[config.mk]
export PLATFORM = sky130hd
export DESIGN_NAME = regfile_sb_flat
export DESIGN_NICKNAME = d
export VERILOG_FILES = /design/src/rtl/regfile_sb_if.sv /design/src/rtl/regfile_sb.sv /design/src/flat_wrapper.sv
export SDC_FILE = /design/constraint.sdc
export NUM_CORES = 2
export LEC_CHECK = 0
export CAP_MARGIN = 15
export CORE_MARGIN = 2
export CORE_UTILIZATION = 45
export CTS_CLUSTER_SIZE = 14
export DETAILED_ROUTE_END_ITERATION = 7
export PLACE_DENSITY = 0.59
export SETUP_SLACK_MARGIN = 0.4
export SLEW_MARGIN = 20
export SYNTH_ARGS = -nofsm -noshare
export SYNTH_HDL_FRONTEND = slang
export SYNTH_SLANG_ARGS = --single-unit
[constraint.sdc]
create_clock -name CLK -period 10.73 [get_ports CLK]
set_clock_uncertainty 0.1 [all_clocks]
set_input_delay 3.219 -clock CLK [delete_from_list [all_inputs] [get_ports CLK]]
set_output_delay 3.219 -clock CLK [all_outputs]
set_load 0.02 [all_outputs]
[src/rtl/regfile_sb_if.sv]
// Register-file bundle between ID/EX control (master) and regfile_sb (slave):
// writeback port, read ports and scoreboard issue/kill channel.
interface regfile_sb_if #(
  parameter int DW  = 32,
  parameter int AW  = 5,
  parameter int NRP = 2
);
  // WEN, ISS and KILL are single-cycle qualifiers sampled on the rising edge;
  // there is no backpressure, every qualified event is taken in its own cycle.
  logic              WEN;
  logic [AW-1:0]     WA;
  logic [DW-1:0]     DI;
  logic [NRP*AW-1:0] RA;
  logic [NRP-1:0]    RUSE;
  logic [NRP*DW-1:0] DOUT;
  logic              ISS;
  logic [AW-1:0]     ISS_WA;
  logic              KILL;
  logic [AW-1:0]     KILL_WA;
  logic [NRP-1:0]    BUSY;
  logic              STALL;
  logic              OVF;

  modport master (
    output WEN, WA, DI, RA, RUSE, ISS, ISS_WA, KILL, KILL_WA,
    input  DOUT, BUSY, STALL, OVF
  );

  modport slave (
    input  WEN, WA, DI, RA, RUSE, ISS, ISS_WA, KILL, KILL_WA,
    output DOUT, BUSY, STALL, OVF
  );
endinterface

[src/rtl/regfile_sb.sv]
// General-purpose register file with write-to-read bypass and a per-register
// pending-write scoreboard that produces a single read-after-write STALL.
module regfile_sb #(
  parameter int DW      = 32,
  parameter int AW      = 5,
  parameter int NRP     = 2,
  parameter int CW      = 2,
  parameter bit R0_ZERO = 1'b0
) (
  input  logic          CLK,
  input  logic          RSTN,
  regfile_sb_if.slave   rf
);
  localparam int ENTRY = 1 << AW;
  localparam int CMAX  = (1 << CW) - 1;

  logic [DW-1:0]  mem_q [ENTRY];
  logic [CW-1:0]  cnt_q [ENTRY];
  logic [CW-1:0]  cnt_d [ENTRY];
  logic           ovf_q, ovf_d;
  logic           wr_ok;
  logic [NRP-1:0] busy;
  int             nxt_cnt;

  assign wr_ok = rf.WEN && !(R0_ZERO && (rf.WA == '0));

  // Issue, writeback and kill may all hit one register in the same cycle;
  // their deltas are summed, then clamped with the sticky error flag.
  always_comb begin
    ovf_d   = ovf_q;
    nxt_cnt = 0;
    for (int r = 0; r < ENTRY; r++) begin
      nxt_cnt = int'(cnt_q[r])
              + int'(rf.ISS  && (rf.ISS_WA  == AW'(r)))
              - int'(rf.WEN  && (rf.WA      == AW'(r)))
              - int'(rf.KILL && (rf.KILL_WA == AW'(r)));
      if (R0_ZERO && (r == 0)) begin
        cnt_d[r] = '0;
      end else if (nxt_cnt > CMAX) begin
        cnt_d[r] = CW'(CMAX);
        ovf_d    = 1'b1;
      end else if (nxt_cnt < 0) begin
        cnt_d[r] = '0;
        ovf_d    = 1'b1;
      end else begin
        cnt_d[r] = nxt_cnt[CW-1:0];
      end
    end
  end

  always_ff @(posedge CLK or negedge RSTN) begin
    if (!RSTN) begin
      for (int r = 0; r < ENTRY; r++) begin
        mem_q[r] <= '0;
        cnt_q[r] <= '0;
      end
      ovf_q <= 1'b0;
    end else begin
      if (wr_ok) mem_q[rf.WA] <= rf.DI;
      for (int r = 0; r < ENTRY; r++) cnt_q[r] <= cnt_d[r];
      ovf_q <= ovf_d;
    end
  end

  for (genvar i = 0; i < NRP; i++) begin : g_rd
    logic [AW-1:0] ra;
    logic          hit;
    logic          zero;
    assign ra   = rf.RA[i*AW +: AW];
    assign hit  = rf.WEN && (rf.WA == ra);
    assign zero = R0_ZERO && (ra == '0);
    // Outputs are forced low during reset so a bypassed DI cannot leak out.
    assign rf.DOUT[i*DW +: DW] = (!RSTN || zero) ? '0
                               : (hit ? rf.DI : mem_q[ra]);
    // A write landing this cycle retires one pending write for the reader.
    assign busy[i] = RSTN && !zero && (cnt_q[ra] != CW'(hit));
  end

  assign rf.BUSY  = busy;
  assign rf.STALL = |(busy & rf.RUSE);
  assign rf.OVF   = ovf_q;
endmodule
[src/flat_wrapper.sv]
// flat-port wrapper written by rule: the top's interface ports become plain ports
module regfile_sb_flat 
#(
  parameter int DW      = 32,
  parameter int AW      = 5,
  parameter int NRP     = 2,
  parameter int CW      = 2,
  parameter bit R0_ZERO = 1'b0
)
  (CLK, RSTN, rf_WEN, rf_WA, rf_DI, rf_RA, rf_RUSE, rf_ISS, rf_ISS_WA, rf_KILL, rf_KILL_WA, rf_DOUT, rf_BUSY, rf_STALL, rf_OVF);
  regfile_sb_if #(.DW(DW), .AW(AW), .NRP(NRP)) rf_i ();
  input  logic CLK;
  input  logic RSTN;
  input wire logic [$bits(rf_i.WEN)-1:0] rf_WEN;
  input wire logic [$bits(rf_i.WA)-1:0] rf_WA;
  input wire logic [$bits(rf_i.DI)-1:0] rf_DI;
  input wire logic [$bits(rf_i.RA)-1:0] rf_RA;
  input wire logic [$bits(rf_i.RUSE)-1:0] rf_RUSE;
  input wire logic [$bits(rf_i.ISS)-1:0] rf_ISS;
  input wire logic [$bits(rf_i.ISS_WA)-1:0] rf_ISS_WA;
  input wire logic [$bits(rf_i.KILL)-1:0] rf_KILL;
  input wire logic [$bits(rf_i.KILL_WA)-1:0] rf_KILL_WA;
  output wire logic [$bits(rf_i.DOUT)-1:0] rf_DOUT;
  output wire logic [$bits(rf_i.BUSY)-1:0] rf_BUSY;
  output wire logic [$bits(rf_i.STALL)-1:0] rf_STALL;
  output wire logic [$bits(rf_i.OVF)-1:0] rf_OVF;
  assign rf_i.WEN = rf_WEN;
  assign rf_i.WA = rf_WA;
  assign rf_i.DI = rf_DI;
  assign rf_i.RA = rf_RA;
  assign rf_i.RUSE = rf_RUSE;
  assign rf_i.ISS = rf_ISS;
  assign rf_i.ISS_WA = rf_ISS_WA;
  assign rf_i.KILL = rf_KILL;
  assign rf_i.KILL_WA = rf_KILL_WA;
  assign rf_DOUT = rf_i.DOUT;
  assign rf_BUSY = rf_i.BUSY;
  assign rf_STALL = rf_i.STALL;
  assign rf_OVF = rf_i.OVF;
  regfile_sb #(.DW(DW), .AW(AW), .NRP(NRP), .CW(CW), .R0_ZERO(R0_ZERO)) u_core (.CLK(CLK), .RSTN(RSTN), .rf(rf_i));
endmodule
======== After elaboration in Yosys (flattened, before gate mapping) ========
Cells that the tools add are included.
cells by class
  add/subtract/negate cells ............... 96
  multiply operators ...................... 0
  divide/modulo/power cells ............... 0
  order comparisons ....................... 68
  eq/ne operators ......................... 97
  shift-type cells ........................ 0
  mux-type cells .......................... 147
  bitwise gates (word level) .............. 4
  reductions and logical operators ........ 106
operator list
  cell                                                            number
  subtractor 32 x 2 -> 32 bit                                     64
  bitwise mux 1024 bit                                            1
  greater-than comparator 32 x 3 -> 1 bit, second input constant  32
  less-than comparator 32 x 1 -> 1 bit, second input constant     32
  binary-select mux 32 bit (select 5 bit)                         2
  2-to-1 mux 32 bit                                               9
  equality test 5 bit, second input constant                      48
  demux 32 bit (select 5 bit)                                     1
  2-to-1 mux 2 bit                                                68
  equality test 5 x 4 -> 1 bit, second input constant             24
  logical AND 1 bit                                               101
  adder 2 x 1 -> 3 bit                                            32
  2-to-1 mux 1 bit                                                64
  nonzero test 64 bit                                             1
  equality test 5 x 3 -> 1 bit, second input constant             12
  equality test 5 x 2 -> 1 bit, second input constant             6
  binary-select mux 2 bit (select 5 bit)                          2
  >= comparator 6 bit, second input constant                      3
  NOT 5 -> 6 bit                                                  3
  equality test 5 x 1 -> 1 bit, second input constant             3
  logical NOT 5 bit                                               3
  equality test 5 bit                                             2
  less-than comparator 6 x 1 -> 1 bit, second input constant      1
  != test 2 x 1 -> 1 bit                                          2
  other kinds (2)                                                 2
storage, ports and cells
  flip-flop bits (word level) ............. 1089
  latch bits .............................. 0
  RAM bits ................................ 0
  memory bits (read-only) ................. 0
  input port bits ......................... 64
  output and inout bits ................... 68
  memories ................................ 0

======== Logic depth before layout (Yosys ltp) ========
  word-level depth ........................ 70
  depth in mapped cells ................... 16

======== Worst setup path before layout ========
Ideal clock, no wire load.
  path type ............................... input -> output
  from .................................... input rf_RA[0]
  to ...................................... output rf_STALL
  arrival ................................. 5.286 ns
  required time ........................... 7.411 ns
  slack ................................... 2.125 ns
  cell stages on the path ................. 8
  path buffers ............................ 1
  cell sequence ........................... buf_2 -> mux4_2 -> mux2_2 -> a2bb2oi_1 -> o211ai_1 -> xor2_1 -> a21oi_1 -> a22o_1
between the ends
  word-level cells in the longest chain between the ends .. 8
RTL lines
  item                                                 line                RTL
  from (decl)                                          flat_wrapper.sv:17  input wire logic [$bits(rf_i.RA)-1:0] rf_RA;
  NOT 5 -> 6 bit (implied by the code)                 regfile_sb.sv:76    assign busy[i] = RSTN && !zero && (cnt_q[ra] != CW'(hit));
  binary-select mux 2 bit (select 5 bit)               regfile_sb.sv:76
  2-to-1 mux 2 bit (implied by the code) (2 in a row)  regfile_sb.sv:76
  != test 2 x 1 -> 1 bit *                             regfile_sb.sv:76
  logical AND 1 bit *                                  regfile_sb.sv:76
  net rf_BUSY[0]                                       flat_wrapper.sv:24  output wire logic [$bits(rf_i.BUSY)-1:0] rf_BUSY;
  bitwise AND 2 bit *                                  regfile_sb.sv:80    assign rf.STALL = |(busy & rf.RUSE);
  OR reduction 2 bit *                                 regfile_sb.sv:80
  to (decl)                                            flat_wrapper.sv:25  output wire logic [$bits(rf_i.STALL)-1:0] rf_STALL;
Mark *: on every way through the listed nets, which the timed path passes. The rest lies on a longest branch. The select of a mux whose other input is x is not followed.

======== Worst setup path in the final report ========
  from .................................... input rf_WA[4]
  to ...................................... output rf_STALL
between the ends
  word-level cells in the longest chain between the ends .. 6
RTL lines
  item                    line                RTL
  from (decl)             flat_wrapper.sv:15  input wire logic [$bits(rf_i.WA)-1:0] rf_WA;
  equality test 5 bit     regfile_sb.sv:70    assign hit = rf.WEN && (rf.WA == ra);
  logical AND 1 bit       regfile_sb.sv:70
  != test 2 x 1 -> 1 bit  regfile_sb.sv:76
  logical AND 1 bit       regfile_sb.sv:76
  bitwise AND 2 bit *     regfile_sb.sv:80
  OR reduction 2 bit *    regfile_sb.sv:80
Mark *: on every way between the ends. The rest lies on a longest branch, timed or not.

==> metrics.md <==
| Metric | Value |
|---|---|
| Status | finished, final reports clean |
| Fillcell total | 11600 |
| Final setup vio count | 0 |
| Clock Path Buffers | 3 |
| Max_cap viols | 0 |
| Final hold vios | 0 |
| Post-CTS resize count | 0 |
| Setup CP Type | input pin to output pin |
| DR pass1 iterations | 5 |
| Final WS setup | 786 ps |
| Share of the synthesized area in the top cell type | 0.441 |
| Top Ports | 132 |
| Worst slack, placed | 767 ps |
| Mapped Cells | 4107 |
| Initial Util | 0.452 |
| Arrival time worst endpoint | 6630 ps |
| Area leader, netlist | dfrtp_1 |
| First-pass GRT wire length | 277000 um |
| Clock slew at reported path FFs | 60 ps |
| Post-place instance area | 65200 um2 |
| Clock sink count | 1089 |
| Ys Warns | 0 |
| GR Util All Layers | 0.270 |
| Die Height | 375 um |
| Netlist cell types | 53 |
| Worst-Margin Slew | 1200 ps |
| Crit end category | output pin |
| Clock latency on the worst-skew pair | 760 ps |
| Initial antenna violation count | 0 |
| PD cells | 190 nW/um2 |
| Sequential cell area | 27300 um2 |
| Period utilization | 0.927 |
| Total grt overflow | 0 |
| EDFF count, synth | 0 |
| Total CTS buffers | 130 |
| Post-CTS Setup Bufs | 0 |
| Fmax | 101 MHz |
| Share of cells above drive strength 1 | 0.494 |
| Vias | 38100 |
| Commonest cells after routing, fill and taps aside | dfrtp_1, mux2_2, mux4_2 |
| Post-DRT Antenna Nets | 0 |
| Hold WS | 419 ps |
| Max FO, Critical Path | 28 |
| Max Slew Vio Count | 0 |
| Ant diodes | 0 |
| Nets@finish | 4303 |
| Fin crit period | 9940 ps |
| Crit path required time | 7410 ps |
| Final Wtd Congestion | 0.857 |
| Overall die area | 140000 um2 |
| Mean Syn Cell Area | 15.1 um2 |
| Setup_tns | 0 ps |
| RSZ-0062 raised after global routing | false |
| Post-synthesis register bit count | 1089 |
| Commonest non-fill, non-tap cell in the layout | dfrtp_1 |
| Area grow syn2layout | 12.3% |
| # port buffers | 131 |
| Startpoint Class | input pin |
| # DRC | 0 |
| Syn nets | 4331 |
| Top FF cell, synth | dfrtp_1 |
| CTS Root Buffer Type | clkbuf_16 |
| Synth area leaders | dfrtp_1, mux4_2, mux2_2 |
| Hold-fix buffers at CTS | 0 |
| Seq/Total Area, Yosys | 0.441 |
| Wire per inst | 31.1 um |
| Post-layout instance area | 69400 um2 |
| Final HPWL DP | 100000 um |
| Hold WC Path Type | flip-flop to flip-flop |
| Multi-input combinational cell area | 32700 um2 |
| Core area | 137000 um2 |
| Largest net degree at the start of global routing | 170 |
| Placed cells | 5741 |
| Rows | 136 |
| Reg-to-reg setup timing slack | 7220 ps |
| Vias in the first global route | 40000 |
| Async SR Flop Fraction | 1.00 |
| Final WL | 186000 um |
| DRT iter0 DRCs | 3185 |
| Htree depth | 4 |
| Number of vias per cell | 6.38 |
| Final non-filler cell total | 5968 |
| Rel. slew slack | 0.203 |
| Syn Std Cell Area | 61900 um2 |
| Die W | 375 um |
| Leakage dissipation | 29.9 nW |
| IR drop worst, VDD | 0.112 mV |
| CTS tree | built |
==> state kept, by name, summed over array words and instances, names as in the netlist <==
signal	count
u_core.cnt_q	64
u_core.mem_q	1024
u_core.rf.OVF	1
==> stage by stage <==
stage / total power [mW] / utilization
after floorplan: 7.81 / -
after global placement: 8.65 / 0.476
after detailed placement: 8.76 / 0.476
after CTS: 13.3 / 0.507
after global routing: 13.8 / 0.507
final: 13.2 / 0.507
==> cells in the mapped netlist (7+ instances only) <==
master / number
mux2i_1: 90
buf_2: 101
nor3_1: 43
clkbuf_1: 215
buf_1: 75
mux2_2: 1026
inv_1: 157
nor2_1: 131
nand3b_1: 7
nor2b_1: 28
nand3_1: 17
a211oi_1: 67
a21oi_1: 53
mux4_2: 656
nand2_1: 66
xor2_1: 10
nor4_1: 10
nand2b_1: 10
fa_1: 32
a31oi_1: 27
dfrtp_1: 1089
ha_1: 128
==> area by class of cell <==
class / instances / area share
Sequential cell: 1089 / 0.392
Timing Repair Buffer: 235 / 0.0341
Tap cell: 1794 / 0.0323
Clock buffer: 185 / 0.0563
Inverter: 157 / 0.00852
Multi-Input combinational cell: 2466 / 0.470
Clock inverter: 42 / 0.00600
==> worst paths after layout <==
check                      cells past startpoint                end              start
hold reg to reg                                1  u_core.mem_q[953]  u_core.mem_q[953]
min in group asynchronous                      1  u_core.mem_q[944]               RSTN
hold / removal                                 1  u_core.mem_q[953]  u_core.mem_q[953]
setup reg to reg                               7      u_core.rf.OVF    u_core.cnt_q[0]
max in group asynchronous                      5  u_core.mem_q[135]               RSTN
setup / recovery                               8           rf_STALL           rf_WA[4]
==> routing by layer <==
metal  vias up  share of wire  global-route usage
met2      1030           0.47               0.426
met5         -              0                   0
met1     21000           0.45               0.393
met3       281          0.051              0.0383
li1      15700              -                   -
met4         0          0.025              0.0728
==> power breakdown <==
part / leakage [nW] / internal (mW) / switching, mW
Sequential: 13.8 / 4.99 / 0.658
Clock: 2.15 / 2.70 / 1.81
Combinational: 13.9 / 1.85 / 1.20
Total: 29.9 / 9.54 / 3.66
==> worst max-delay path, stage by stage <==
cell	delay [ps]
clkdlybuf4s50_1	620
xor2_1	250
nor4_1	510
nand3_4	610
xor2_1	360
a21oi_1	280
a22o_1	170
clkdlybuf4s50_1	590
==> logic make-up after synthesis <==
group / after synthesis / share of synthesized area
flops: 1089 / 0.441
xor+xnor: 12 / 0.00170
fa+ha+maj: 160 / 0.0362
simple gates: 341 / 0.0261
compound gates: 180 / 0.0192
buf+inv: 552 / 0.0358
mux: 1773 / 0.440
Note: power is estimated with default switching activity, not from simulation.
